<file path="config.mk">
export PLATFORM = sky130hd
export DESIGN_NAME = node_ingress_router
export DESIGN_NICKNAME = d
export VERILOG_FILES = /design/src/rtl/node_ingress_router.sv
export SDC_FILE = /design/constraint.sdc
export NUM_CORES = 1
export LEC_CHECK = 0
export ABC_AREA = 0
export BUFFER_PORTS_ARGS = -buffer_cell sky130_fd_sc_hd__buf_4
export CELL_PAD_IN_SITES_DETAIL_PLACEMENT = 1
export CELL_PAD_IN_SITES_GLOBAL_PLACEMENT = 2
export CORE_AREA = 2 2 137 139
export CTS_CLUSTER_SIZE = 28
export DETAILED_ROUTE_END_ITERATION = 6
export DIE_AREA = 0 0 139 141
export MAX_ROUTING_LAYER = met4
export PLACE_DENSITY = 0.87
export RECOVER_POWER = 100
export SLEW_MARGIN = 20
export SYNTH_ARGS = -nofsm -noshare
export SYNTH_HDL_FRONTEND = slang
export SYNTH_SLANG_ARGS = --single-unit
export TNS_END_PERCENT = 100
</file>
<file path="constraint.sdc">
create_clock -name clk -period 4 [get_ports clk]
set_input_delay 0.8 -clock clk [delete_from_list [all_inputs] [get_ports clk]]
set_output_delay 0.8 -clock clk [all_outputs]
set_load 0.03 [all_outputs]
</file>
<file path="src/rtl/node_ingress_router.sv">
// Ingress stage ahead of master_spi: three one-entry source slots, a round-robin
// drain arbiter, destination decode and a registered output stage.
module node_ingress_router #(
  parameter int                    width      = 32,
  parameter int                    addr_width = 8,
  parameter logic [addr_width-1:0] NODE_ADDR  = '0
) (
  input  logic             clk,
  input  logic             reset,
  input  logic             check_from_left,
  input  logic [width-1:0] instr_from_left,
  input  logic             check_from_right,
  input  logic [width-1:0] instr_from_right,
  input  logic             check_local,
  input  logic [width-1:0] instr_local,
  output logic             new_instr,
  output logic [1:0]       enable,
  output logic [width-1:0] in_instr,
  output logic             busy,
  output logic [7:0]       drop_count
);

  typedef enum logic [1:0] {
    SRC_LEFT  = 2'd0,
    SRC_RIGHT = 2'd1,
    SRC_LOCAL = 2'd2
  } src_e;

  localparam logic [1:0] EN_SELF  = 2'b01;
  localparam logic [1:0] EN_RIGHT = 2'b00;
  localparam logic [1:0] EN_LEFT  = 2'b10;

  logic [2:0]       valid_q, valid_d;
  logic [width-1:0] slot_q [3];
  logic [width-1:0] slot_d [3];
  src_e             ptr_q, ptr_d;

  logic             new_instr_q, new_instr_d;
  logic [1:0]       enable_q, enable_d;
  logic [width-1:0] in_instr_q, in_instr_d;
  logic [7:0]       drop_count_q, drop_count_d;

  logic [2:0]       check;
  logic [width-1:0] instr_in [3];
  logic [2:0]       grant_oh;
  logic             grant_any;
  logic [width-1:0] grant_data;
  logic [addr_width-1:0] dest;
  logic [1:0]       drops;
  logic [8:0]       drop_sum;

  assign check       = {check_local, check_from_right, check_from_left};
  assign instr_in[0] = instr_from_left;
  assign instr_in[1] = instr_from_right;
  assign instr_in[2] = instr_local;

  // Search valid slots in cyclic order starting at the pointer; first hit wins.
  always_comb begin
    grant_oh = 3'b000;
    unique case (ptr_q)
      SRC_RIGHT: begin
        if (valid_q[1])      grant_oh = 3'b010;
        else if (valid_q[2]) grant_oh = 3'b100;
        else if (valid_q[0]) grant_oh = 3'b001;
      end
      SRC_LOCAL: begin
        if (valid_q[2])      grant_oh = 3'b100;
        else if (valid_q[0]) grant_oh = 3'b001;
        else if (valid_q[1]) grant_oh = 3'b010;
      end
      default: begin
        if (valid_q[0])      grant_oh = 3'b001;
        else if (valid_q[1]) grant_oh = 3'b010;
        else if (valid_q[2]) grant_oh = 3'b100;
      end
    endcase
  end

  assign grant_any  = |grant_oh;
  assign grant_data = ({width{grant_oh[0]}} & slot_q[0])
                    | ({width{grant_oh[1]}} & slot_q[1])
                    | ({width{grant_oh[2]}} & slot_q[2]);
  assign dest       = grant_data[width-1 -: addr_width];

  always_comb begin
    ptr_d = ptr_q;
    if (grant_oh[0])      ptr_d = SRC_RIGHT;
    else if (grant_oh[1]) ptr_d = SRC_LOCAL;
    else if (grant_oh[2]) ptr_d = SRC_LEFT;
  end

  // A slot being drained on this edge can accept the new arrival at the same time.
  always_comb begin
    valid_d = valid_q;
    drops   = 2'd0;
    for (int i = 0; i < 3; i++) begin
      slot_d[i] = slot_q[i];
      if (grant_oh[i]) valid_d[i] = 1'b0;
      if (check[i]) begin
        if (!valid_q[i] || grant_oh[i]) begin
          valid_d[i] = 1'b1;
          slot_d[i]  = instr_in[i];
        end else begin
          drops = drops + 2'd1;
        end
      end
    end
  end

  assign drop_sum     = {1'b0, drop_count_q} + {7'd0, drops};
  assign drop_count_d = drop_sum[8] ? 8'hFF : drop_sum[7:0];

  always_comb begin
    new_instr_d = 1'b0;
    enable_d    = enable_q;
    in_instr_d  = '0;
    if (grant_any) begin
      new_instr_d = 1'b1;
      in_instr_d  = grant_data;
      if (dest == NODE_ADDR)     enable_d = EN_SELF;
      else if (dest > NODE_ADDR) enable_d = EN_RIGHT;
      else                       enable_d = EN_LEFT;
    end
  end

  always_ff @(posedge clk) begin
    if (reset) begin
      valid_q      <= 3'b000;
      ptr_q        <= SRC_LEFT;
      new_instr_q  <= 1'b0;
      enable_q     <= EN_SELF;
      in_instr_q   <= '0;
      drop_count_q <= 8'h00;
      for (int i = 0; i < 3; i++) slot_q[i] <= '0;
    end else begin
      valid_q      <= valid_d;
      ptr_q        <= ptr_d;
      new_instr_q  <= new_instr_d;
      enable_q     <= enable_d;
      in_instr_q   <= in_instr_d;
      drop_count_q <= drop_count_d;
      for (int i = 0; i < 3; i++) slot_q[i] <= slot_d[i];
    end
  end

  assign new_instr  = new_instr_q;
  assign enable     = enable_q;
  assign in_instr   = in_instr_q;
  assign busy       = |valid_q;
  assign drop_count = drop_count_q;

endmodule
</file>
==> results of run 1 <==
[worst max-delay path, delay by kind of cell, from the launching register on]
kind,cells,cell delay [ns]
AND/OR/NAND/NOR,5,0.96
adder cells (fa/ha/maj),3,0.88
AO/OA/AOI/OAI,2,0.81
flip-flops,1,0.35
XOR/XNOR,1,0.27
multiplexers,1,0.20
buffers and inverters,1,0.06
[power groups by stage]
| stage | clock network (uW) | registers [uW] | logic, uW |
|---|---|---|---|
| 2_1_floorplan | 0 | 1610 | 274 |
| 3_3_place_gp | 0 | 1590 | 518 |
| 3_5_place_dp | 0 | 1590 | 527 |
| 4_1_cts | 1780 | 1560 | 528 |
| 5_1_grt | 1840 | 1570 | 555 |
| 6_report | 1740 | 1560 | 500 |
[routing by layer]
metal  up-vias  share of wire (%)  track usage (%)
met2       122                 50             30.6
li1       2399                  -                -
met4         0                1.9             6.86
met5         -                  0                -
met1      2391                 44             22.3
met3        23                3.8             3.33
[cells by family (layout without fill, tap and decap cells)]
family	count (synthesis)	in the layout	synth area share [%]
compound gates	153	153	18.6
xor+xnor	5	5	0.821
fa+ha+maj	6	6	1.55
buf+inv	54	193	4.53
flops	143	143	53.7
mux	1	1	0.188
other cells	1	1	0.0703
simple gates	271	271	20.6
[Yosys cell counts (2+ instances only)]
master,instances,area [um2]
inv_1,8,30.0
buf_6,2,22.5
a221oi_1,6,52.6
xnor2_1,3,26.3
a31oi_1,2,12.5
ha_1,5,62.6
nand4_1,3,18.8
a21oi_1,110,551
dfxtp_1,143,2860
and2_1,9,56.3
a222oi_1,24,240
clkbuf_1,24,90.1
nand2_1,200,751
nor2_1,41,154
buf_2,16,80.1
nor2b_1,3,18.8
a221oi_2,2,30.0
buf_1,3,11.3
nand3_1,2,10.0
xor2_1,2,17.5
nor3_1,3,15.0
[state kept, by name, indices dropped and copies added, names as in the netlist]
name,cells
drop_count,8
enable,1
in_instr,32
new_instr,1
ptr_q,2
slot_q,96
valid_q,3
[layout make-up]
type / instances / area share [%]
tap: 234 / 4.14
multi-input combinational: 437 / 31.8
sequential: 143 / 40.4
clock inverter: 11 / 2.63
clock buffer: 20 / 6.45
timing repair buffer: 154 / 14.2
inverter: 8 / 0.424
[worst max-delay path by stage]
| stage | cells after the start | from | slack, ns | end |
|---|---|---|---|---|
| 3_5_place_dp | 15 | ptr_q[0] | 0.40 | drop_count[0] |
| 5_1_grt | 13 | ptr_q[0] | 0.04 | drop_count[0] |
| 3_3_place_gp | 13 | ptr_q[0] | 0.49 | drop_count[0] |
| 2_1_floorplan | 15 | ptr_q[0] | 0.85 | drop_count[7] |
| 6_report | 13 | ptr_q[0] | 0.40 | drop_count[0] |
| 4_1_cts | 13 | ptr_q[0] | 0.38 | drop_count[0] |
[metrics by stage]
| stage | hold WS, ns | cell area (um2) | total power, uW |
|---|---|---|---|
| finish | 0.453 | 7080 | 3800 |
| global route | 0.476 | 7080 | 3970 |
| CTS | 0.452 | 7260 | 3870 |
| detailed placement | 0.444 | 6620 | 2120 |
| global placement | 0.439 | 6620 | 2110 |
| floorplan | 0.432 | 5330 | 1880 |
==> run summary, run 1 <==
R2R Path Start -> ptr_q[0]
Slew Limit Fails -> 68
Crit path required time -> 4.34 ns
Total Routing Usage GR -> 18.4%
fmax -> 278 MHz
Clock Skew -> 0.00640 ns
Hold EP -> slot_q[0][27]
non-filler instance count after layout -> 1,007
Seq/Total Area, Yosys -> 53.7%
Storage cell area -> 2860 um2
grt ovf -> 0
site row count -> 50
Clock Latency Late Sink -> 0.42 ns
wire per inst -> 17.3 um
Starting DRT DRC Count -> 302
period utilisation layout -> 90.0%
combinational share of power -> 13.1%
EDFF count, synth -> 0
worst reg2reg path endpoint -> drop_count[0]
gp weighted congestion -> 0.768
FF-to-FF path depth -> 13
Synth warnings -> 0
most common cell after layout, fill and taps aside -> nand2_1
share of layout cells above drive strength 1 -> 18.9%
clk buf depth -> 2
CTS Hold Buffers Added -> 0
initial antenna violation count -> 0
port bufs -> 143
Reg clk slew, reported paths -> 0.06 ns
Die Height -> 141 um
Syn Nets -> 741
Pwr Density -> 537 nW/um2
crit path capture type -> flop
Hold Crit Class -> flop to flop
average size of a mapped cell -> 8.41 um2
P&R area growth vs syn -> 32.7%
Yosys reg bits -> 143
Max VDD drop -> 293 uV
RSZ-0062 raised after global routing -> no
maximum fanout along the worst path -> 6
cells resized by post-CTS repair -> 0
Root Buffer -> clkbuf_16
Starting Density -> 29.2%
worst hold stages -> 2
total number of vias -> 4,935
leakage -> 0.00280 uW
Post-synth top flop -> dfxtp_1
Syn Std Cell Area -> 5330 um2
minimum clock period -> 3.60 ns
internal power -> 2830 uW
outcome -> finished with violations
actual slew at the worst max-slew pin -> 1.98 ns
final core occ -> 38.8%
Inserted Diodes -> 0
CP startpoint kind -> flop
CTS tree -> done
Die Width -> 139 um
Final setup viols -> 0
Nets -> 868
drt total wl -> 17.4 mm
Max-slew headroom -> -31.8%
R2R Setup Slk -> 0.40 ns
library cells used by synthesis -> 44
1st-pass router iterations -> 7
Reg power frac -> 41.1%
final hold violation count -> 0
asr flop ratio synth -> 0%
failing checks -> capacitance limit, slew limit
slowest cell delay on critical path -> 0.58 ns
post-place setup slack -> 0.404 ns
sw power -> 977 uW
filler cell count -> 2,216
Detail Placement HPWL -> 11.4 mm
Max Cap Violations -> 2
first-pass GRT wire length -> 27.5 mm
area of the multi-input gates -> 2250 um2
PnR worst setup slack -> 0.401 ns
most frequent cells in the layout -> 200 x nand2_1, 143 x dfxtp_1, 109 x a21oi_1
critical path data arrival time -> 3.94 ns
# clock sinks -> 143
Sw Share -> 25.7%
pin count of the biggest net entering global routing -> 58
Die ar. -> 19,600 um2
Slowest-stage cell, CP -> o311ai_0
critical-path cell list -> inv_1, ha_1, o311ai_0, and3_1, ha_1, mux2i_1, nor2_1, xnor2_1, fa_1, nand2_1, nor2_1, nand4_1, a21oi_1
critical path class -> flop to flop
placed cell count -> 975
number of global-route vias before repair -> 5,121
Clock power frac -> 45.8%
cells after synthesis -> 634
I/O pin cnt -> 145
Routed Antenna Nets -> 0
total number of H-tree levels -> 4
CTS buffer count -> 17
core area -> 18,300 um2
drt drc -> 0
Hold Crit Start -> slot_q[0][27]
post-CTS setup-driven buffer insertion count -> 0
setup TNS -> 0 ns
vias per cell -> 4.90
Note: power is estimated with default switching activity, not from simulation.
==> run 2: changes to the inputs <==
--- a/config.mk
+++ b/config.mk
@@ -16,6 +16,7 @@
 export MAX_ROUTING_LAYER = met4
 export PLACE_DENSITY = 0.87
 export RECOVER_POWER = 100
+export REMOVE_ABC_BUFFERS = 1
 export SLEW_MARGIN = 20
 export SYNTH_ARGS = -nofsm -noshare
 export SYNTH_HDL_FRONTEND = slang
==> run 2 against run 1 <==
Net effect: the run still ends with capacitance limit, slew limit left; utilization fell by 0.58 points; hold slack about the same; register-to-register slack better by 0.04 ns; via count shrank 2.2%; critical path type unchanged; critical endpoint is now in_instr[7]; largest power group is now sequential cells; cell count is 0.20% lower; cell area decreased by 1.5%; critical path depth is 5 lower; power is 6.3% lower.
==> run summary, run 2 (synthesis results as in run 1) <==
Starting Density -> 29.2%
gp weighted congestion -> 0.724
R2R Setup Slk -> 0.44 ns
RSZ-0062 raised after global routing -> no
Crit path required time -> 4.35 ns
Hold Crit Class -> flop to flop
FF-to-FF path depth -> 8
Die Height -> 141 um
Routed Antenna Nets -> 0
vias per cell -> 4.80
Max-slew headroom -> -42.6%
CP startpoint kind -> flop
Reg clk slew, reported paths -> 0.06 ns
failing checks -> capacitance limit, slew limit
fmax -> 281 MHz
drt drc -> 0
filler cell count -> 2,212
most used routing layer -> met2
Hold Crit Start -> slot_q[0][8]
Inserted Diodes -> 0
Die ar. -> 19,600 um2
final core occ -> 38.2%
share of layout cells above drive strength 1 -> 19.6%
leakage -> 0.00274 uW
crit path capture type -> flop
Final setup viols -> 0
critical path class -> flop to flop
Die Width -> 139 um
critical-path cell list -> inv_1, ha_1, nor2b_1, a211oi_4, nor2b_1, nor3_2, or2_2, nor2_1
Clock Skew -> 0.0183 ns
critical path data arrival time -> 3.90 ns
non-filler instance count after layout -> 1,005
Slowest-stage cell, CP -> nor2b_1
wire per inst -> 16.7 um
Pwr Density -> 511 nW/um2
Root Buffer -> clkbuf_16
grt ovf -> 0
R2R Path Start -> ptr_q[0]
total number of H-tree levels -> 4
Clock Latency Late Sink -> 0.42 ns
CP bufs+invs -> 1
M1 GR Usage -> 22.6%
cell family with most CP delay -> simple AND/OR/NAND/NOR gates
Max VDD drop -> 282 uV
core area -> 18,300 um2
actual slew at the worst max-slew pin -> 2.14 ns
Total Routing Usage GR -> 18.1%
clk buf depth -> 2
most frequent cells in the layout -> 200 x nand2_1, 143 x dfxtp_1, 109 x a21oi_1
maximum fanout along the worst path -> 33
CTS tree -> done
initial antenna violation count -> 0
site row count -> 50
CTS buffer count -> 17
met2 GRT Util -> 29.6%
Biggest register -> slot_q
worst hold stages -> 2
CTS Hold Buffers Added -> 0
CP dominant cell by count -> nor2b_1
Detail Placement HPWL -> 10.8 mm
Starting DRT DRC Count -> 324
number of global-route vias before repair -> 5,097
most common cell after layout, fill and taps aside -> nand2_1
placed cell count -> 974
worst reg2reg path endpoint -> in_instr[7]
first-pass GRT wire length -> 27.0 mm
period utilisation layout -> 88.9%
drt total wl -> 16.8 mm
I/O pin cnt -> 145
port bufs -> 143
final hold violation count -> 0
Pwr Total -> 3560 uW
minimum clock period -> 3.56 ns
1st-pass router iterations -> 6
PnR worst setup slack -> 0.444 ns
total number of vias -> 4,825
Slew Limit Fails -> 99
pin count of the biggest net entering global routing -> 57
Largest register FFs -> 96
post-place setup slack -> 0.423 ns
met3 Usage GRT -> 3.63%
# clock sinks -> 143
setup TNS -> 0 ns
slowest cell delay on critical path -> 1.19 ns
Hold EP -> slot_q[0][8]
outcome -> finished with violations
P&R area growth vs syn -> 30.8%
Max Cap Violations -> 4
Nets -> 866
run 2: final cells by class:
type | instances | area (um2) | share of cell area [%]
repair buffers | 152 | 977 | 14.0
clock buffers | 21 | 470 | 6.75
multi-input cells | 437 | 2250 | 32.3
flip-flops and latches | 143 | 2860 | 41.0
well taps | 234 | 293 | 4.20
inverters | 8 | 30.0 | 0.431
clock inverters | 10 | 88.8 | 1.27
run 2: routing by layer:
metal | part of all wire [%] | vias up
met3 | 4.0 | 14
met1 | 47 | 2296
li1 | - | 2397
met2 | 48 | 118
met4 | 0.97 | 0
met5 | 0 | -
run 2: worst max-delay path by stage:
stage                   from       endpoint  slack [ns]  cells past startpoint
floorplan           ptr_q[0]  drop_count[7]        0.86                     15
global placement    ptr_q[0]  drop_count[1]        0.55                     15
detailed placement  ptr_q[0]  drop_count[0]        0.42                     15
CTS                 ptr_q[0]  drop_count[0]        0.38                     15
global route        ptr_q[0]    in_instr[7]        0.09                      8
finish              ptr_q[0]    in_instr[7]        0.44                      8
run 2: repair_timing:
action                                  in CTS  in global routing
endpoints found under the setup margin       0                  6
setup buffers                                0                  0
gates resized for setup                      0                  2
hold endpoints to repair                     0                  0
run 2: power by group:
group          leakage (uW)  internal [uW]  switching, uW  total [uW]
logic               0.00130            178            320         498
clock network      0.000267            897            610        1510
registers           0.00117           1510           47.9        1560
total               0.00274           2590            978        3560
run 2: worst reg2reg max path: cells and delay by family (launching register included):
family | cells | cell delay, ns
AND/OR/NAND/NOR | 5 | 2.62
buffers and inverters | 1 | 0.06
flip-flops | 1 | 0.36
AO/OA/AOI/OAI | 1 | 0.09
adder cells (fa/ha/maj) | 1 | 0.37
run 2: stage by stage:
step	area, um2	hold slack, ns
floorplan	5120	0.426
global placement	6600	0.438
detailed placement	6600	0.446
CTS	7160	0.454
global route	6970	0.475
finish	6970	0.453
==> run 3: changes to the inputs <==
--- a/config.mk
+++ b/config.mk
@@ -9,14 +9,16 @@
 export BUFFER_PORTS_ARGS = -buffer_cell sky130_fd_sc_hd__buf_4
 export CELL_PAD_IN_SITES_DETAIL_PLACEMENT = 1
 export CELL_PAD_IN_SITES_GLOBAL_PLACEMENT = 2
-export CORE_AREA = 2 2 137 139
+export CORE_AREA = 2 2 135 137
+export CTS_BUF_LIST = sky130_fd_sc_hd__clkbuf_4
 export CTS_CLUSTER_SIZE = 28
 export DETAILED_ROUTE_END_ITERATION = 6
-export DIE_AREA = 0 0 139 141
+export DIE_AREA = 0 0 137 139
 export MAX_ROUTING_LAYER = met4
-export PLACE_DENSITY = 0.87
+export PLACE_DENSITY = 0.89
 export RECOVER_POWER = 100
 export REMOVE_ABC_BUFFERS = 1
+export SETUP_SLACK_MARGIN = 0.5
 export SLEW_MARGIN = 20
 export SYNTH_ARGS = -nofsm -noshare
 export SYNTH_HDL_FRONTEND = slang
==> run 3 against run 2 <==
Net effect: the flow still finishes with violations (capacitance limit, slew limit); cell area decreased by 3.8%; worst setup slack better by 0.13 ns; global-route usage grew 1.6 points; maximum frequency increased by 3.8%; highest routed layer unchanged; register-to-register slack improved by 0.13 ns; flip-flop and latch count did not move; first-iteration DRC count increased by 2.2%; sequential power about the same; clock-buffer cell count down 4; power down 17%; largest cell class unchanged.
==> run summary, run 3 (synthesis results as in run 1) <==
outcome -> finished with violations
failing checks -> capacitance limit, slew limit
Total Routing Usage GR -> 19.6%
Detail Placement HPWL -> 11.7 mm
pin count of the biggest net entering global routing -> 61
Starting Density -> 30.2%
core area -> 17,700 um2
total number of vias -> 4,962
1st-pass router iterations -> 6
Hold Crit Start -> slot_q[0][30]
CP bufs+invs -> 2
Reg clk slew, reported paths -> 0.12 ns
most frequent cells in the layout -> 200 x nand2_1, 143 x dfxtp_1, 110 x a21oi_1
CTS buffer count -> 17
Final setup viols -> 0
critical path class -> flop to flop
Pwr Density -> 439 nW/um2
actual slew at the worst max-slew pin -> 1.66 ns
# clock sinks -> 143
port bufs -> 143
worst-case hold slack -> 0.459 ns
CTS Hold Buffers Added -> 0
met2 WL -> 9.16 mm
Slowest-stage cell, CP -> clkbuf_1
Top Layer Used -> met4
RSZ-0062 raised after global routing -> no
worst reg2reg path endpoint -> in_instr[18]
period utilisation layout -> 85.6%
fmax -> 292 MHz
Clock Latency Late Sink -> 0.56 ns
Crit path required time -> 4.49 ns
drt drc -> 0
number of global-route vias before repair -> 5,472
Die ar. -> 19,000 um2
leakage -> 0.00263 uW
minimum clock period -> 3.43 ns
critical-path cell list -> inv_1, ha_1, nor2b_1, nor2_1, o31ai_1, clkbuf_1, nor3_1, or2_2, nor2_1
Hold EP -> slot_q[0][30]
filler cell count -> 2,129
Hold Crit Class -> flop to flop
I/O pin cnt -> 145
site row count -> 49
R2R Path Start -> ptr_q[0]
Root Buffer -> clkbuf_4
vias per cell -> 4.95
Max VDD drop -> 187 uV
P&R area growth vs syn -> 25.8%
cell depth of the worst setup path -> 9
Clock Skew -> 0.0222 ns
worst hold stages -> 2
first-pass GRT wire length -> 28.1 mm
FF-to-FF path depth -> 9
grt ovf -> 0
cell family with most CP delay -> simple AND/OR/NAND/NOR gates
R2R Setup Slk -> 0.57 ns
Biggest register -> slot_q
most common cell after layout, fill and taps aside -> nand2_1
wire per inst -> 17.7 um
CP startpoint kind -> flop
final hold violation count -> 0
slowest cell delay on critical path -> 0.66 ns
Critical Path Start -> ptr_q[0]
Max Cap Violations -> 1
maximum fanout along the worst path -> 33
CP dominant cell by count -> nor2_1
clk buf depth -> 2
setup TNS -> 0 ns
Slew Limit Fails -> 14
initial antenna violation count -> 0
share of layout cells above drive strength 1 -> 19.5%
crit path capture type -> flop
gp weighted congestion -> 0.775
Routed Antenna Nets -> 0
Largest register FFs -> 96
M1 WL -> 7.56 mm
Die Height -> 139 um
CTS tree -> done
Inserted Diodes -> 0
critical path data arrival time -> 3.91 ns
Max-slew headroom -> -10.8%
drt total wl -> 17.7 mm
Starting DRT DRC Count -> 331
total number of H-tree levels -> 4
Die Width -> 137 um
Nets -> 869
WL met3 -> 763 um
run 3: cell types whose count changed in the layout (fill, tap and decap cells not counted), moves of 2 or more:
cell / previous run / this run
clkbuf_4: 0 / 17
nor2_1: 41 / 39
clkbuf_1: 44 / 47
clkinv_1: 0 / 2
clkinvlp_4: 4 / 2
nor2_4: 0 / 2
clkinv_2: 4 / 7
clkbuf_8: 3 / 0
clkbuf_16: 17 / 0
run 3: worst reg2reg max path, cell delays in order, from the launching register on:
cell and delay (ns):
dfxtp_1 0.38, inv_1 0.06, ha_1 0.39, nor2b_1 0.32
nor2_1 0.11, o31ai_1 0.31, clkbuf_1 0.66, nor3_1 0.22
or2_2 0.66, nor2_1 0.26
run 3: power by group:
| part | switching [uW] | internal (uW) |
|---|---|---|
| registers | 48.6 | 1510 |
| logic | 329 | 182 |
| clock network | 523 | 355 |
| total | 901 | 2050 |
run 3: layer usage:
metal | GRT usage (%) | up-vias
met5 | - | -
met4 | 6.40 | 0
met3 | 3.98 | 17
met2 | 33.5 | 132
met1 | 22.8 | 2405
li1 | - | 2408
run 3: worst max path at each step:
stage / end / slack [ns]
floorplan: drop_count[7] / 0.86
global placement: drop_count[1] / 0.64
detailed placement: drop_count[0] / 0.29
CTS: drop_count[7] / 0.55
global route: slot_q[0][21] / 0.28
finish: in_instr[18] / 0.57
run 3: through the flow:
step | cell area (um2) | worst slack, ns | total power [uW] | std cells | util, %
finish | 6710 | 0.574 | 2950 | 1003 | 38.0
global route | 6710 | 0.284 | 3100 | 1003 | 38.0
CTS | 6870 | 0.549 | 3000 | 1002 | 38.9
detailed placement | 6590 | 0.291 | 2120 | 969 | 37.3
global placement | 6590 | 0.644 | 2100 | 969 | 37.3
floorplan | 5120 | 0.864 | 1840 | 588 | -
run 3: final cells by class:
cell class                 instances  area, um2  share of cell area (%)
sequential                       143       2860                    42.7
multi-input combinational        437       2270                    33.8
timing repair buffer             155       1010                    15.0
tap                              229        287                    4.27
clock buffer                      17        128                    1.90
clock inverter                    14        126                    1.88
inverter                           8       30.0                   0.448
run 3: what timing repair did:
action | 4_1_cts | 5_1_grt
pin swaps | 2 | 1
setup endpoints to repair | 8 | 8
buffers inserted | 2 | 0
resized for setup | 3 | 11
